===== config.mk =====
export PLATFORM = sky130hd
export DESIGN_NAME = tt_signature
export DESIGN_NICKNAME = d
export VERILOG_FILES = /design/src/rtl/tt_check_pkg.sv /design/src/rtl/tt_signature.sv
export SDC_FILE = /design/constraint.sdc
export NUM_CORES = 1
export LEC_CHECK = 0
export CAP_MARGIN = 5
export CORE_UTILIZATION = 38
export DETAILED_ROUTE_END_ITERATION = 10
export GPL_TIMING_DRIVEN = 1
export PLACE_DENSITY = 0.77
export SLEW_MARGIN = 20
export SYNTH_ARGS = -nofsm -noshare
export SYNTH_HDL_FRONTEND = slang
export SYNTH_SLANG_ARGS = --single-unit

===== constraint.sdc =====
create_clock -name clk -period 1.2 [get_ports clk]
set_clock_uncertainty 0.05 [all_clocks]
set_input_delay 0.36 -clock clk [delete_from_list [all_inputs] [get_ports clk]]
set_output_delay 0.36 -clock clk [all_outputs]
set_load 0.01 [all_outputs]

===== src/rtl/tt_check_pkg.sv =====
// tt_check_pkg: shared FSM states, signature polynomial and fold/LFSR helpers for truth_table_checker.
package tt_check_pkg;
  typedef enum logic [1:0] {IDLE, SETTLE, CHECK, DONE} tt_state_t;
  localparam logic [15:0] SIG_POLY = 16'h1021;
  function automatic logic [15:0] fold16(input logic [31:0] a_in);
    return a_in[15:0] ^ a_in[31:16];
  endfunction
  // Galois step of x^16+x^12+x^5+1
  function automatic logic [15:0] lfsr16(input logic [15:0] s);
    return {s[14:0], 1'b0} ^ (s[15] ? SIG_POLY : 16'h0000);
  endfunction
endpackage


===== src/rtl/tt_signature.sv =====
// tt_signature: 16-bit Galois LFSR signature with clear and enable, used when TT_SIGNATURE_EN is defined.
module tt_signature
  import tt_check_pkg::*;
(
  input  logic        clk,
  input  logic        reset,
  input  logic        clr,
  input  logic        en,
  input  logic [15:0] din,
  output logic [15:0] sig
);
  always_ff @(posedge clk)
    if (reset || clr) sig <= '0;
    else if (en) sig <= lfsr16(sig ^ din);
endmodule


=== Yosys cells after proc, flatten, opt, wreduce, memory -nomap -nowiden ===
Cells that the tools add are included.

* Register bits: 16
* Input port bits: 20
* Output and inout bits: 16
* Logic and storage cells: 5

* Multiplexer cells: 1
* Bitwise logic cells: 2
* Reductions and logical operators: 1

{| class="wikitable"
|+ Operators by type and width
! cell !! count
|-
| 16-bit by 13-bit bitwise XOR with 16-bit output || 1
|-
| 16-bit bitwise XOR || 1
|-
| 13-bit 2-to-1 mux || 1
|-
| 1-bit logical OR || 1
|}

=== Longest topological paths before layout ===
Gate-level depths: netlist of run 1.

* Depth in word-level cells: 3
* Mapped depth: 4
* Mapped depth without buffers: 3

=== Least setup slack after synthesis of run 1 ===
OpenSTA, ideal clock, no wires.

* Path kind: input -> register
* Start: in clr
* End: reg sig[10]
* Setup time: 0.086 ns
* Arrival time: 0.969 ns
* Required time: 1.064 ns
* Setup slack: 0.095 ns
* Stages: 4
* Path buffers: 2
* Path through: or2_1 > buf_6 > buf_6 > a211oi_1

* Cells in the longest elaborated chain, start to end: 1

{| class="wikitable"
|+ RTL lines
! what !! RTL line !! text
|-
| from (decl) || tt_signature.sv:7 || <nowiki>input logic clr,</nowiki>
|-
| 1-bit logical OR || tt_signature.sv:13 || <nowiki>if (reset || clr) sig <= '0;</nowiki>
|-
| to (signal assigned) || tt_signature.sv:14 || <nowiki>else if (en) sig <= lfsr16(sig ^ din);</nowiki>
|-
| to (decl) || tt_signature.sv:10 || <nowiki>output logic [15:0] sig</nowiki>
|}

Every way passes these cells.
A chain may end at the register's enable or synchronous reset.

=== Worst setup path in the final report of run 1 ===
* Start: in clr
* End: reg sig[4]

Same word-level chain as after synthesis.

==> results of run 1 <==
==> power breakdown <==
part | switching, mW | leakage, nW | internal, mW | total, mW
Combinational | 0.142 | 0.400 | 0.194 | 0.336
Clock | 0.169 | 0.0138 | 0.116 | 0.286
Sequential | 0.0128 | 0.137 | 0.560 | 0.573
==> layer usage <==
| metal | up-vias | track usage [%] |
|---|---|---|
| met4 | 0 | 10.9 |
| met3 | 2 | 5.95 |
| met1 | 336 | 20.9 |
| met5 | - | 0 |
| li1 | 356 | - |
| met2 | 23 | 31.1 |
==> stage by stage <==
step                      hold slack [ps]  total power [mW]
after floorplan                       474             0.722
after global placement                548             0.891
after detailed placement              556             0.897
after CTS                             563              1.16
after global routing                  556              1.24
final                                 544              1.19
==> layout by cell type (no fill, tap or decap) <==
cell,count
buf_2,16
xnor2_2,1
or2_1,1
a211oi_1,8
a211oi_2,8
dfxtp_2,15
nor2_1,16
clkbuf_16,1
clkdlybuf4s50_1,16
buf_4,18
xnor2_1,16
xnor2_4,1
dlymetal6s2s_1,2
clkbuf_4,3
dfxtp_1,1
dlygate4sd2_1,1
buf_12,2
==> logic make-up after synthesis <==
family,after synthesis,synth area share (%)
AOI/OAI and AO/OA,16,18.1
xor gates and xnor gates,18,23.0
DFF,16,44.6
and+or+nand+nor,17,9.23
buffers and inverters,5,5.05
==> repair_timing <==
item / in CTS / in global routing
setup buffers: 2 / 0
setup endpoints to repair: 20 / 14
hold endpoints to repair: 0 / 0
cloned: 0 / 1
gates resized for setup: 82 / 8
pin swaps: 2 / 0
==> final cells by class <==
cell class	count	area [um2]
sequential	16	339
tap	25	31.3
fill	133	468
clock buffer	3	22.5
multi-input combinational	51	410
timing repair buffer	56	474
==> worst max-delay path by stage <==
stage	startpoint	endpoint	slack, ps	cells after the start
finish	clr	sig[4]	4	4
global route	clr	sig[8]	-30	4
CTS	clr	sig[10]	8	4
detailed placement	din[15]	sig[5]	-340	4
global placement	din[15]	sig[12]	-280	4
floorplan	clr	sig[10]	100	4
==> worst min-delay path, cell delays in order <==
cell            delay, ps
dlymetal6s2s_1        140
xnor2_2               140
xnor2_1               130
a211oi_2               70
==> results.yml, run 1 <==
outcome:
  run_status: "completed"
route:
  wl_per_cell_um: 14.0
  drt-pass1-iter-count: 4
  viasPerCell: 4.75
  wl_um: 2110
  drt_iter0_markers: 2
  vias: 717
  dr.max_layer_used: "met4"
  route.met2.wl_um: 1200
  ant_nets: 0
  met3WireLength_um: 92
  met1_length_um: 805
  remaining_drc_errors: 0
sta:
  rsz0062_at_grt: "yes"
  setup_viol: 0
  post-route-min-period_ps: 1200
  max-slew-margin-rel_pct: 84.2
  max_freq_mhz: 836
  setup_slack_ps: 4.10
  drv_slew: 0
  hold_violations: 0
  min_period_over_period_pct: 99.7
  tns_ps: 0
  worstMarginPinSlew_ps: 236
setup_path:
  cp_data_required_time_ps: 1350
  critical_path_class: "primary input to flip-flop"
  regToRegStartpoint: "sig[15]"
  critical_path_buf_inv_count: 2
  worstPathCellList: "clkdlybuf4s50_1 -> or2_1 -> buf_12 -> a211oi_1"
  critPathLaunchType: "primary input"
  arrival_ps: 1340
  end_kind: "flip-flop"
  r2r-end: "sig[5]"
  r2r_slack_ps: 80
  slowest_delay_ps: 390
  slowest_stage: "clkdlybuf4s50_1"
  r2r_cells: 4
  worstPathMaxFanout: 16
  crit_family: "buffers and inverters"
clock_tree:
  cts_tree: "yes"
  path_clk_slew_ps: 90
  cts-root-buf: "clkbuf_4"
  cts_sinks: 16
  clock_latency_ps: 280
  ctsHoldBuffers: 0
  numCtsBuffers: 3
  cts_max_level: 1
  clockBufferDepth: 2
yosys:
  synth_top_area_share_pct: 44.6
  ys_types: 10
  ys.flop_type: "dfxtp_1"
  synth_nets: 92
  ys_top_cells_by_count: "xnor2_1, dfxtp_1, nor2_1"
  synth_edf_count: 0
  synth.area.top_cells: "dfxtp_1, xnor2_1, a211oi_1, nor2_1, a211oi_2"
  synth.most_common_cell: "xnor2_1"
  yosysWarnings: 0
  synthCells: 72
  synth_area_um2: 718
  postSynth.asyncResetShare_pct: 0
  synth_seq_cells: 16
  syn_avg_cell_area_um2: 9.97
  synth_largest_area_cell: "dfxtp_1"
  ys_seq_area_share_pct: 44.6
grt:
  grt.overflow.total: 0
  grt_pass1_wl_um: 2710
  grt_antenna_before_repair: 0
  grt_pass1_vias: 632
  grt_start_max_net_pins: 33
  track_usage_pct: 18.8
floorplanning:
  die_y_um: 45.5
  fp.dieW_um: 45.5
  initial_core_util_pct: 41.1
  die_area_mm2: 0.00207
  pin_count: 36
  core_area_mm2: 0.00175
  num_rows: 15
finish:
  drive_gt1_share_pct: 51.6
  fin_util_pct: 73.2
  areaGrowthSynthToFinish_pct: 77.9
  reg_top3: "sig: 16 flops"
  fin_nets: 148
  largest_reg_flops: 16
  regMostFlops: "sig"
  antenna_cells: 0
  fin_cells: 151
  final_area_mm2: 0.00128
worst_hold_path:
  hold_end: "sig[5]"
  hp-class: "primary input to flip-flop"
  whs_path_depth: 4
  hp-start: "din[4]"
pwr:
  p_leak_nw: 0.551
  ir_worst_vdd_mv: 0.490
  power_density_mw_per_mm2: 935
place:
  dpl_worst_slack_ps: -343
  dp_hpwl_um: 1260
  dp.cells: 145
  gp_congestion: 0.702
  io_buffers: 35
  placed_cell_area_mm2: 0.00122
flow_run:
  maxCapViolations: 0
No activity file was read; power rests on OpenSTA's default activity.
==> run 2, diff against run 1 <==
HOLD_SLACK_MARGIN = 0.06   (was not set)
PLACE_DENSITY = 0.86   (was 0.77)
==> results.yml, run 2 (synthesized netlist as in run 1, its figures left out) <==
setup_path:
  r2r-end: "sig[5]"
  critical_path_class: "primary input to flip-flop"
  cpMostUsedCell: "xnor2_1"
  worstPathMaxFanout: 1
  critical_path_buf_inv_count: 1
  slowest_stage: "clkdlybuf4s50_1"
  arrival_ps: 1360
  r2r_cells: 4
  end_kind: "flip-flop"
  slowest_delay_ps: 440
  cp_data_required_time_ps: 1360
  worstPathCellList: "clkdlybuf4s50_1 -> xnor2_1 -> xnor2_1 -> a211oi_2"
  r2r_slack_ps: 60
  regToRegStartpoint: "sig[4]"
  critPathLaunchType: "primary input"
  crit_family: "buffers and inverters"
route:
  ant_nets: 0
  drt_iter0_markers: 13
  viasPerCell: 4.73
  vias: 710
  wl_per_cell_um: 13.7
  drt-pass1-iter-count: 4
  remaining_drc_errors: 0
  wl_um: 2060
sta:
  min_period_over_period_pct: 100
  max_freq_mhz: 830
  tns_ps: -5.16
  max-slew-margin-rel_pct: 83.2
  worstMarginPinSlew_ps: 250
  rsz0062_at_grt: "yes"
  drv_slew: 0
  setup_slack_ps: -5.16
  fin_hold_ws_ps: 570
  setup_viol: 1
  hold_violations: 0
  post-route-min-period_ps: 1210
finish:
  largest_reg_flops: 16
  regMostFlops: "sig"
  areaGrowthSynthToFinish_pct: 82.1
  antenna_cells: 0
  fillers: 120
  fin_nets: 146
  final_area_mm2: 0.00131
  multi_input_area_um2: 433
  reg_top3: "sig: 16 flops"
  layout_common_cells: "xnor2_1, clkdlybuf4s50_1, nor2_1, buf_4, dfxtp_2"
  seq_area_um2: 340
  drive_gt1_share_pct: 56.0
grt:
  grt_pass1_wl_um: 2930
  grt_start_max_net_pins: 17
  grt_antenna_before_repair: 0
  grt.overflow.total: 0
  track_usage_pct: 20.5
  grt_pass1_vias: 661
clock_tree:
  numCtsBuffers: 3
  cts-root-buf: "clkbuf_4"
  clock_latency_ps: 280
  cts_sinks: 16
  clockBufferDepth: 2
  cts_max_level: 1
  path_clk_slew_ps: 90
  cts_tree: "yes"
floorplanning:
  initial_core_util_pct: 41.1
  num_rows: 15
  fp.dieW_um: 45.5
  pin_count: 36
  die_y_um: 45.5
  die_area_mm2: 0.00207
  core_area_mm2: 0.00175
worst_hold_path:
  hold_end: "sig[9]"
  whs_path_depth: 3
  hp-start: "sig[9]"
  hp-class: "flip-flop to flip-flop"
place:
  gp_congestion: 0.711
  placed_cell_area_mm2: 0.00122
  io_buffers: 35
  dp_hpwl_um: 1150
outcome:
  run_status: "finished, violations left"
  violations: "setup timing"
pwr:
  p_leak_nw: 0.538
  power_density_mw_per_mm2: 972
  ir_worst_vdd_mv: 0.664
  p_total_mw: 1.27
flow_run:
  maxCapViolations: 0
run 2: final cells by class:
cell class / count / share of cell area, %
well taps: 25 / 2.39
repair buffers: 54 / 35.7
clock buffers: 4 / 2.78
multi-input cells: 51 / 33.1
flip-flops and latches: 16 / 26.0
run 2: stage by stage:
stage          utilization (%)  setup slack [ps]  cells
6_report                  74.9             -5.16    150
5_1_grt                   74.9             -41.9    150
4_1_cts                   70.7              4.36    150
3_5_place_dp              69.7              -327    144
3_3_place_gp              69.7              -279    144
2_1_floorplan                -              95.3     72
run 2: worst max-delay path by stage:
stage	startpoint	endpoint	slack (ps)	depth (start not counted)
floorplan	clr	sig[10]	100	4
global placement	din[15]	sig[5]	-280	4
detailed placement	din[15]	sig[12]	-330	4
CTS	clr	sig[15]	4	4
global route	din[4]	sig[5]	-40	4
finish	din[11]	sig[12]	-5	4
run 2: worst register-to-register path, stage by stage, from the launching register on:
cell	delay [ps]
dfxtp_2	330
buf_4	130
xnor2_1	240
xnor2_1	110
a211oi_2	200
run 2: repair_timing:
| action | in CTS | in global routing |
|---|---|---|
| pin swaps | 2 | 0 |
| gates cloned | 1 | 0 |
| buffers inserted | 1 | 0 |
| setup endpoints to repair | 19 | 14 |
| gates resized for setup | 82 | 14 |
| hold buffers | 0 | 0 |
run 2: power breakdown:
| group | switching [mW] | internal [mW] | total, mW |
|---|---|---|---|
| sequential | 0.0129 | 0.561 | 0.573 |
| clock | 0.168 | 0.185 | 0.353 |
| combinational | 0.148 | 0.197 | 0.344 |
| total | 0.329 | 0.942 | 1.27 |
run 2: layer usage:
metal	track usage, %	up-vias	wire, um
met5	0	-	0
met4	9.09	0	19
met3	5.95	2	107
met2	34.6	29	1100
met1	23.8	326	831
li1	-	353	-
